File: src/rtl/pc_seq_pkg.sv
// pc_seq_pkg: PC command encodings and sequencer state shared by the PC and its users.
package pc_seq_pkg;
   localparam logic [1:0] PS_HOLD = 2'b00;
   localparam logic [1:0] PS_INC  = 2'b01;
   localparam logic [1:0] PS_LOAD = 2'b10;
   localparam logic [1:0] PS_OFFS = 2'b11;
   localparam int TMR_W = 8;
   typedef enum logic [2:0] {S_BOOT, S_FETCH, S_DECODE, S_UPDATE, S_HALT, S_FAULT} state_e;
endpackage

File: src/rtl/pc_sequencer_if.sv
// pc_sequencer_if: fetch handshake, decoder flags and PC command bundle of the sequencer.
interface pc_sequencer_if;
   logic        imem_req;
   logic        imem_ack;
   logic        ir_load;
   logic        stall;
   logic        is_branch;
   logic        cond_true;
   logic        is_jump;
   logic        is_halt;
   logic [31:0] offset;
   logic [31:0] target;
   logic [1:0]  ps;
   logic [31:0] pc_in;
   logic        halted;
   logic        fault;
   logic [31:0] retired;
   modport master (
      output imem_req, ir_load, ps, pc_in, halted, fault, retired,
      input  imem_ack, stall, is_branch, cond_true, is_jump, is_halt, offset, target
   );
   modport slave (
      input  imem_req, ir_load, ps, pc_in, halted, fault, retired,
      output imem_ack, stall, is_branch, cond_true, is_jump, is_halt, offset, target
   );
endinterface

File: src/rtl/pc_sequencer_fetch_timer.sv
// fetch_timer: clearable saturating counter of ack-less fetch cycles; expired_o marks the last allowed one.
module fetch_timer
   import pc_seq_pkg::*;
#(
   parameter int unsigned TIMEOUT = 16
) (
   input  logic clk,
   input  logic rst_n,
   input  logic clr_i,
   input  logic en_i,
   output logic expired_o
);
   localparam logic [TMR_W-1:0] LAST = TMR_W'(TIMEOUT - 1);
   logic [TMR_W-1:0] cnt_q, cnt_d;
   assign expired_o = cnt_q == LAST;
   assign cnt_d = clr_i ? '0 : (en_i && !expired_o) ? cnt_q + TMR_W'(1) : cnt_q;
   always_ff @(posedge clk or negedge rst_n)
      if (!rst_n) cnt_q <= '0;
      else        cnt_q <= cnt_d;
endmodule

File: src/rtl/pc_sequencer.sv
// pc_sequencer: fetch/decode/update FSM issuing exactly one PC command per instruction,
// with halt, fetch-timeout and misaligned-jump faults and a retired-instruction counter.
module pc_sequencer
   import pc_seq_pkg::*;
#(
   parameter int unsigned TIMEOUT = 16
) (
   input logic clk,
   input logic rst_n,
   pc_sequencer_if.master bus
);
   state_e      state_q;
   logic [1:0]  ps_q, ps_d;
   logic [31:0] pc_in_q, pc_in_d;
   logic        imem_req_q, halted_q, fault_q;
   logic [31:0] retired_q;
   logic        expired, taken, misaligned;
   fetch_timer #(.TIMEOUT(TIMEOUT)) u_timer (
      .clk       (clk),
      .rst_n     (rst_n),
      .clr_i     (state_q != S_FETCH),
      .en_i      (state_q == S_FETCH && !bus.imem_ack),
      .expired_o (expired)
   );
   always_comb begin
      taken      = bus.is_branch && bus.cond_true;
      misaligned = bus.is_jump && |bus.target[1:0];
      ps_d       = bus.is_jump ? PS_LOAD : taken ? PS_OFFS : PS_INC;
      pc_in_d    = bus.is_jump ? bus.target : taken ? bus.offset : '0;
   end
   // Command outputs default to hold every cycle so they live for the UPDATE cycle only.
   always_ff @(posedge clk or negedge rst_n) begin
      if (!rst_n) begin
         state_q    <= S_BOOT;
         ps_q       <= PS_HOLD;
         pc_in_q    <= '0;
         imem_req_q <= 1'b0;
         halted_q   <= 1'b0;
         fault_q    <= 1'b0;
         retired_q  <= '0;
      end else begin
         ps_q       <= PS_HOLD;
         pc_in_q    <= '0;
         imem_req_q <= 1'b0;
         case (state_q)
            S_BOOT: begin
               state_q    <= S_FETCH;
               imem_req_q <= 1'b1;
            end
            S_FETCH:
               if (bus.imem_ack) state_q <= S_DECODE;
               else if (expired) begin
                  state_q <= S_FAULT;
                  fault_q <= 1'b1;
               end else imem_req_q <= 1'b1;
            S_DECODE:
               if (!bus.stall) begin
                  if (bus.is_halt) begin
                     state_q  <= S_HALT;
                     halted_q <= 1'b1;
                  end else if (misaligned) begin
                     state_q <= S_FAULT;
                     fault_q <= 1'b1;
                  end else begin
                     state_q <= S_UPDATE;
                     ps_q    <= ps_d;
                     pc_in_q <= pc_in_d;
                  end
               end
            S_UPDATE: begin
               state_q    <= S_FETCH;
               imem_req_q <= 1'b1;
               retired_q  <= retired_q + 32'd1;
            end
            default: state_q <= state_q;
         endcase
      end
   end
   assign bus.imem_req = imem_req_q;
   assign bus.ir_load  = state_q == S_FETCH && bus.imem_ack;
   assign bus.ps       = ps_q;
   assign bus.pc_in    = pc_in_q;
   assign bus.halted   = halted_q;
   assign bus.fault    = fault_q;
   assign bus.retired  = retired_q;
endmodule
File: src/flat_wrapper.sv
// flat-port wrapper written by rule: the top's interface ports become plain ports
module pc_sequencer_flat import pc_seq_pkg::*;
#(
   parameter int unsigned TIMEOUT = 16
)
  (clk, rst_n, bus_imem_req, bus_ir_load, bus_ps, bus_pc_in, bus_halted, bus_fault, bus_retired, bus_imem_ack, bus_stall, bus_is_branch, bus_cond_true, bus_is_jump, bus_is_halt, bus_offset, bus_target);
  pc_sequencer_if bus_i ();
  input logic clk;
  input logic rst_n;
  output wire logic [$bits(bus_i.imem_req)-1:0] bus_imem_req;
  output wire logic [$bits(bus_i.ir_load)-1:0] bus_ir_load;
  output wire logic [$bits(bus_i.ps)-1:0] bus_ps;
  output wire logic [$bits(bus_i.pc_in)-1:0] bus_pc_in;
  output wire logic [$bits(bus_i.halted)-1:0] bus_halted;
  output wire logic [$bits(bus_i.fault)-1:0] bus_fault;
  output wire logic [$bits(bus_i.retired)-1:0] bus_retired;
  input wire logic [$bits(bus_i.imem_ack)-1:0] bus_imem_ack;
  input wire logic [$bits(bus_i.stall)-1:0] bus_stall;
  input wire logic [$bits(bus_i.is_branch)-1:0] bus_is_branch;
  input wire logic [$bits(bus_i.cond_true)-1:0] bus_cond_true;
  input wire logic [$bits(bus_i.is_jump)-1:0] bus_is_jump;
  input wire logic [$bits(bus_i.is_halt)-1:0] bus_is_halt;
  input wire logic [$bits(bus_i.offset)-1:0] bus_offset;
  input wire logic [$bits(bus_i.target)-1:0] bus_target;
  assign bus_imem_req = bus_i.imem_req;
  assign bus_ir_load = bus_i.ir_load;
  assign bus_ps = bus_i.ps;
  assign bus_pc_in = bus_i.pc_in;
  assign bus_halted = bus_i.halted;
  assign bus_fault = bus_i.fault;
  assign bus_retired = bus_i.retired;
  assign bus_i.imem_ack = bus_imem_ack;
  assign bus_i.stall = bus_stall;
  assign bus_i.is_branch = bus_is_branch;
  assign bus_i.cond_true = bus_cond_true;
  assign bus_i.is_jump = bus_is_jump;
  assign bus_i.is_halt = bus_is_halt;
  assign bus_i.offset = bus_offset;
  assign bus_i.target = bus_target;
  pc_sequencer #(.TIMEOUT(TIMEOUT)) u_core (.clk(clk), .rst_n(rst_n), .bus(bus_i));
endmodule
File: config.mk
export PLATFORM = sky130hd
export DESIGN_NAME = pc_sequencer_flat
export DESIGN_NICKNAME = d
export VERILOG_FILES = /design/src/rtl/pc_seq_pkg.sv /design/src/rtl/pc_sequencer_if.sv /design/src/rtl/pc_sequencer_fetch_timer.sv /design/src/rtl/pc_sequencer.sv /design/src/flat_wrapper.sv
export SDC_FILE = /design/constraint.sdc
export NUM_CORES = 1
export LEC_CHECK = 0
export BUFFER_PORTS_ARGS = -buffer_cell sky130_fd_sc_hd__buf_2
export CORE_MARGIN = 2
export CORE_UTILIZATION = 52
export CTS_CLUSTER_SIZE = 10
export DETAILED_ROUTE_END_ITERATION = 8
export GPL_TIMING_DRIVEN = 0
export PLACE_DENSITY_LB_ADDON = 0.08
export SLEW_MARGIN = 20
export SYNTH_ARGS = -nofsm -noshare
export SYNTH_HDL_FRONTEND = slang
export SYNTH_HIERARCHICAL = 1
export SYNTH_SLANG_ARGS = --single-unit
export TNS_END_PERCENT = 1
File: constraint.sdc
create_clock -name clk -period 4.47 [get_ports clk]
set_input_delay 0.894 -clock clk [delete_from_list [all_inputs] [get_ports clk]]
set_output_delay 0.894 -clock clk [all_outputs]
set_load 0.005 [all_outputs]
==> qor.yml <==
setup_path:
  worstPathArrival_ns: 1.60
  required_ns: 3.58
  cp-start-kind: "flop"
  crit_buf_inv: 1
  critPathMaxFanout: 7
  cp_top_family: "simple AND/OR/NAND/NOR gates"
  cp.depth: 4
  cp_slowest_cell: "dfrtp_1"
  worst_r2r_path_depth: 6
  cpPeakStageDelay_ns: 0.50
  crit_path_end_kind: "primary output"
  cp_cell_sequence: "nor2b_1 > nand2b_1 > nor2_1 > buf_2"
  path_class: "flop to primary output"
finish:
  nNetsFinal: 549
  diodes: 0
  area_growth_pct: 29.9
  drive_gt1_share_pct: 36.5
  fillCellCount: 542
sta:
  slew_headroom_pct: 63.7
  rsz0062_at_grt: "no"
  period_share_pct: 55.9
  hold_slack_ns: 0.455
  hold_viol_final: 0
  fmax_mhz: 400
  slew_violations: 0
  fin_tns_setup_ns: 0
  fin_crit_ns: 2.50
  clock-skew-final_ns: 0.0102
  tightestPinTransition_ns: 0.545
  setup_viol: 0
clocking:
  cts_made_buffers: 9
  ctsHoldBuffers: 0
  root_buffer: "clkbuf_8"
  cts.sinks: 80
  cts_tree: "built"
  cts_buffer_depth: 2
  postCtsResizedCells: 0
  clk_pin_slew_worst_paths_ns: 0.08
  post-cts-setup-buffer-count: 0
  clkLatencyLatePin_ns: 0.34
  htree_levels: 3
power:
  power_density_nw_per_um2: 307
  p_comb_share_pct: 5.5
  internal-power_mw: 1.13
  max-vdd-ir-drop_mv: 0.189
  power.share.clock_pct: 43.6
  p_leak_nw: 2.40
  p_seq_share_pct: 50.9
  p_sw_uw: 292
  power_switching_share_pct: 20.5
routing:
  wirelength_mm: 8.07
  detail_route.wl_per_cell_um: 14.4
  detail_route.first_pass.iterations: 4
  first_iter_violations: 152
  antenna_left: 0
  route.detailed.drc: 0
  viasPerCell: 5.45
  vias: 3051
floorplanning:
  start_util_pct: 53.1
  fp.dieH_um: 86.9
  io_pins: 142
  core_area_um2: 6720
  core.rowCount: 30
  fp.dieW_um: 86.9
  dieArea_um2: 7540
synthesis:
  synth.area.top_cells: "dfrtp_1, a22oi_1, xnor2_1"
  synth_common_cells: "dfrtp_1, nor2_1, a22oi_1"
  synth_most_common_cell: "dfrtp_1"
  syn-cell-area_um2: 3570
  yosysSeqAreaShare_pct: 56.1
  ys_ff_latch: 80
  syn-instance-count: 323
  synth_top_area_share_pct: 56.1
  yosysTopAreaCell: "dfrtp_1"
  synth-edff-count: 0
  syn_nets: 397
  synth_flop_cell: "dfrtp_1"
  yosysUniqueCellTypes: 47
  yosysWarnings: 6
  ys_async_sr_fraction_pct: 100
  avgSynthCellArea_um2: 11.1
place:
  dp_hpwl_mm: 6.00
  numPortBuffers: 140
  gp_congestion: 0.804
grt:
  antenna_found_initial: 0
  overflow: 0
  grt_pass1_wl_mm: 12.6
  grt_pass1_vias: 2714
  grt_max_degree: 55
  grtUsageTotal_pct: 21.2
run:
  cap_violations: 0
worst_hold_path:
  hp-class: "input pin to asynchronous set/reset pin"
run_status:
  outcome: "completed"
kinds of logic (layout without fill, tap and decap cells):
family	count (synthesis)	after routing	synth area share [%]
adder cells (fa/ha/maj)	2	2	0.701
multiplexers	3	3	1.02
XOR/XNOR	31	31	7.61
AO/OA/AOI/OAI	57	57	11.2
flip-flops	80	80	56.1
AND/OR/NAND/NOR	130	130	20.5
buffers and inverters	20	177	2.87
worst paths after layout:
kind,startpoint,endpoint,slack [ns]
min in group clk,u_core/bus.fault,u_core/bus.fault,0.46
min reg2reg,u_core/bus.fault,u_core/bus.fault,0.46
max in group asynchronous,rst_n,u_core/bus.pc_in[0],3.42
max,u_core/state_q[0],bus_ir_load,1.97
min,rst_n,u_core/bus.retired[14],0.46
max reg2reg,u_core/state_q[0],u_core/u_timer/cnt_q[7],2.47
stage by stage:
step / setup WS, ns / util, % / instance area, µm² / total power [mW] / instances
final: 1.97 / 69.0 / 4640 / 1.42 / 560
after global routing: 1.82 / 69.0 / 4640 / 1.48 / 560
after CTS: 1.96 / 69.0 / 4640 / 1.43 / 560
after detailed placement: 2.17 / 65.5 / 4400 / 0.817 / 544
after global placement: 1.96 / 65.0 / 4370 / 0.812 / 543
after floorplan: 2.48 / - / 3570 / 0.762 / 323
metal layers:
layer / global-route usage, % / vias to the layer above / part of all wire (%)
li1: - / 1470 / -
met1: 29.0 / 1455 / 43
met4: 10.1 / 0 / 2.6
met3: 3.79 / 20 / 6.2
met2: 32.9 / 106 / 48
met5: 0 / - / 0
sequential cells by signal, summed over array words and instances, names as in the netlist:
signal and flops:
u_core/bus.ps 2, u_core/bus.retired 32, u_core/state_q 3, u_core/bus.fault 1
u_core/bus.pc_in 32, u_core/bus.halted 1, u_core/bus.imem_req 1, u_core/u_timer/cnt_q 8
worst register-to-register path, cell delays in order, from the launching register on:
cell,delay [ns]
dfrtp_1,0.50
nor2b_1,0.26
nand2b_1,0.14
nor2_1,0.23
nand4_1,0.25
or3_1,0.40
a21oi_1,0.14
placed cells by master (no fill, tap or decap), types with 3 or more instances in the layout:
| master | Yosys | routed |
|---|---|---|
| clkbuf_8 | 0 | 9 |
| and3_1 | 6 | 6 |
| buf_6 | 3 | 3 |
| nand2_1 | 12 | 12 |
| nor4_1 | 3 | 3 |
| nor4_4 | 3 | 3 |
| o21ai_0 | 8 | 8 |
| a21oi_1 | 10 | 10 |
| xor2_1 | 6 | 6 |
| dfrtp_1 | 80 | 80 |
| nand3_1 | 13 | 13 |
| a22oi_1 | 30 | 30 |
| nand2b_1 | 4 | 4 |
| nor3_1 | 6 | 6 |
| or3_1 | 3 | 3 |
| clkbuf_1 | 7 | 8 |
| xnor2_1 | 25 | 25 |
| nor2_1 | 44 | 44 |
| buf_2 | 1 | 140 |
| and2_1 | 4 | 4 |
| bufinv_16 | 0 | 3 |
| inv_1 | 6 | 6 |
| nand4_1 | 20 | 20 |
power by group through the flow:
stage                     clock [mW]  combinational, mW  sequential [mW]
final                          0.620             0.0779            0.724
after global routing           0.665             0.0887            0.724
after CTS                      0.630             0.0789            0.724
after detailed placement           0             0.0787            0.738
after global placement             0             0.0735            0.738
after floorplan                    0             0.0230            0.739
area by class of cell:
type / count / area, µm² / area share, %
sequential: 80 / 2000 / 43.2
multi-input combinational: 223 / 1470 / 31.6
timing repair buffer: 141 / 731 / 15.8
clock buffer: 10 / 128 / 2.75
clock inverter: 6 / 108 / 2.32
tap: 80 / 100 / 2.16
buffer: 13 / 76.3 / 1.65
inverter: 7 / 26.3 / 0.567
Note: power is estimated with default switching activity, not from simulation.
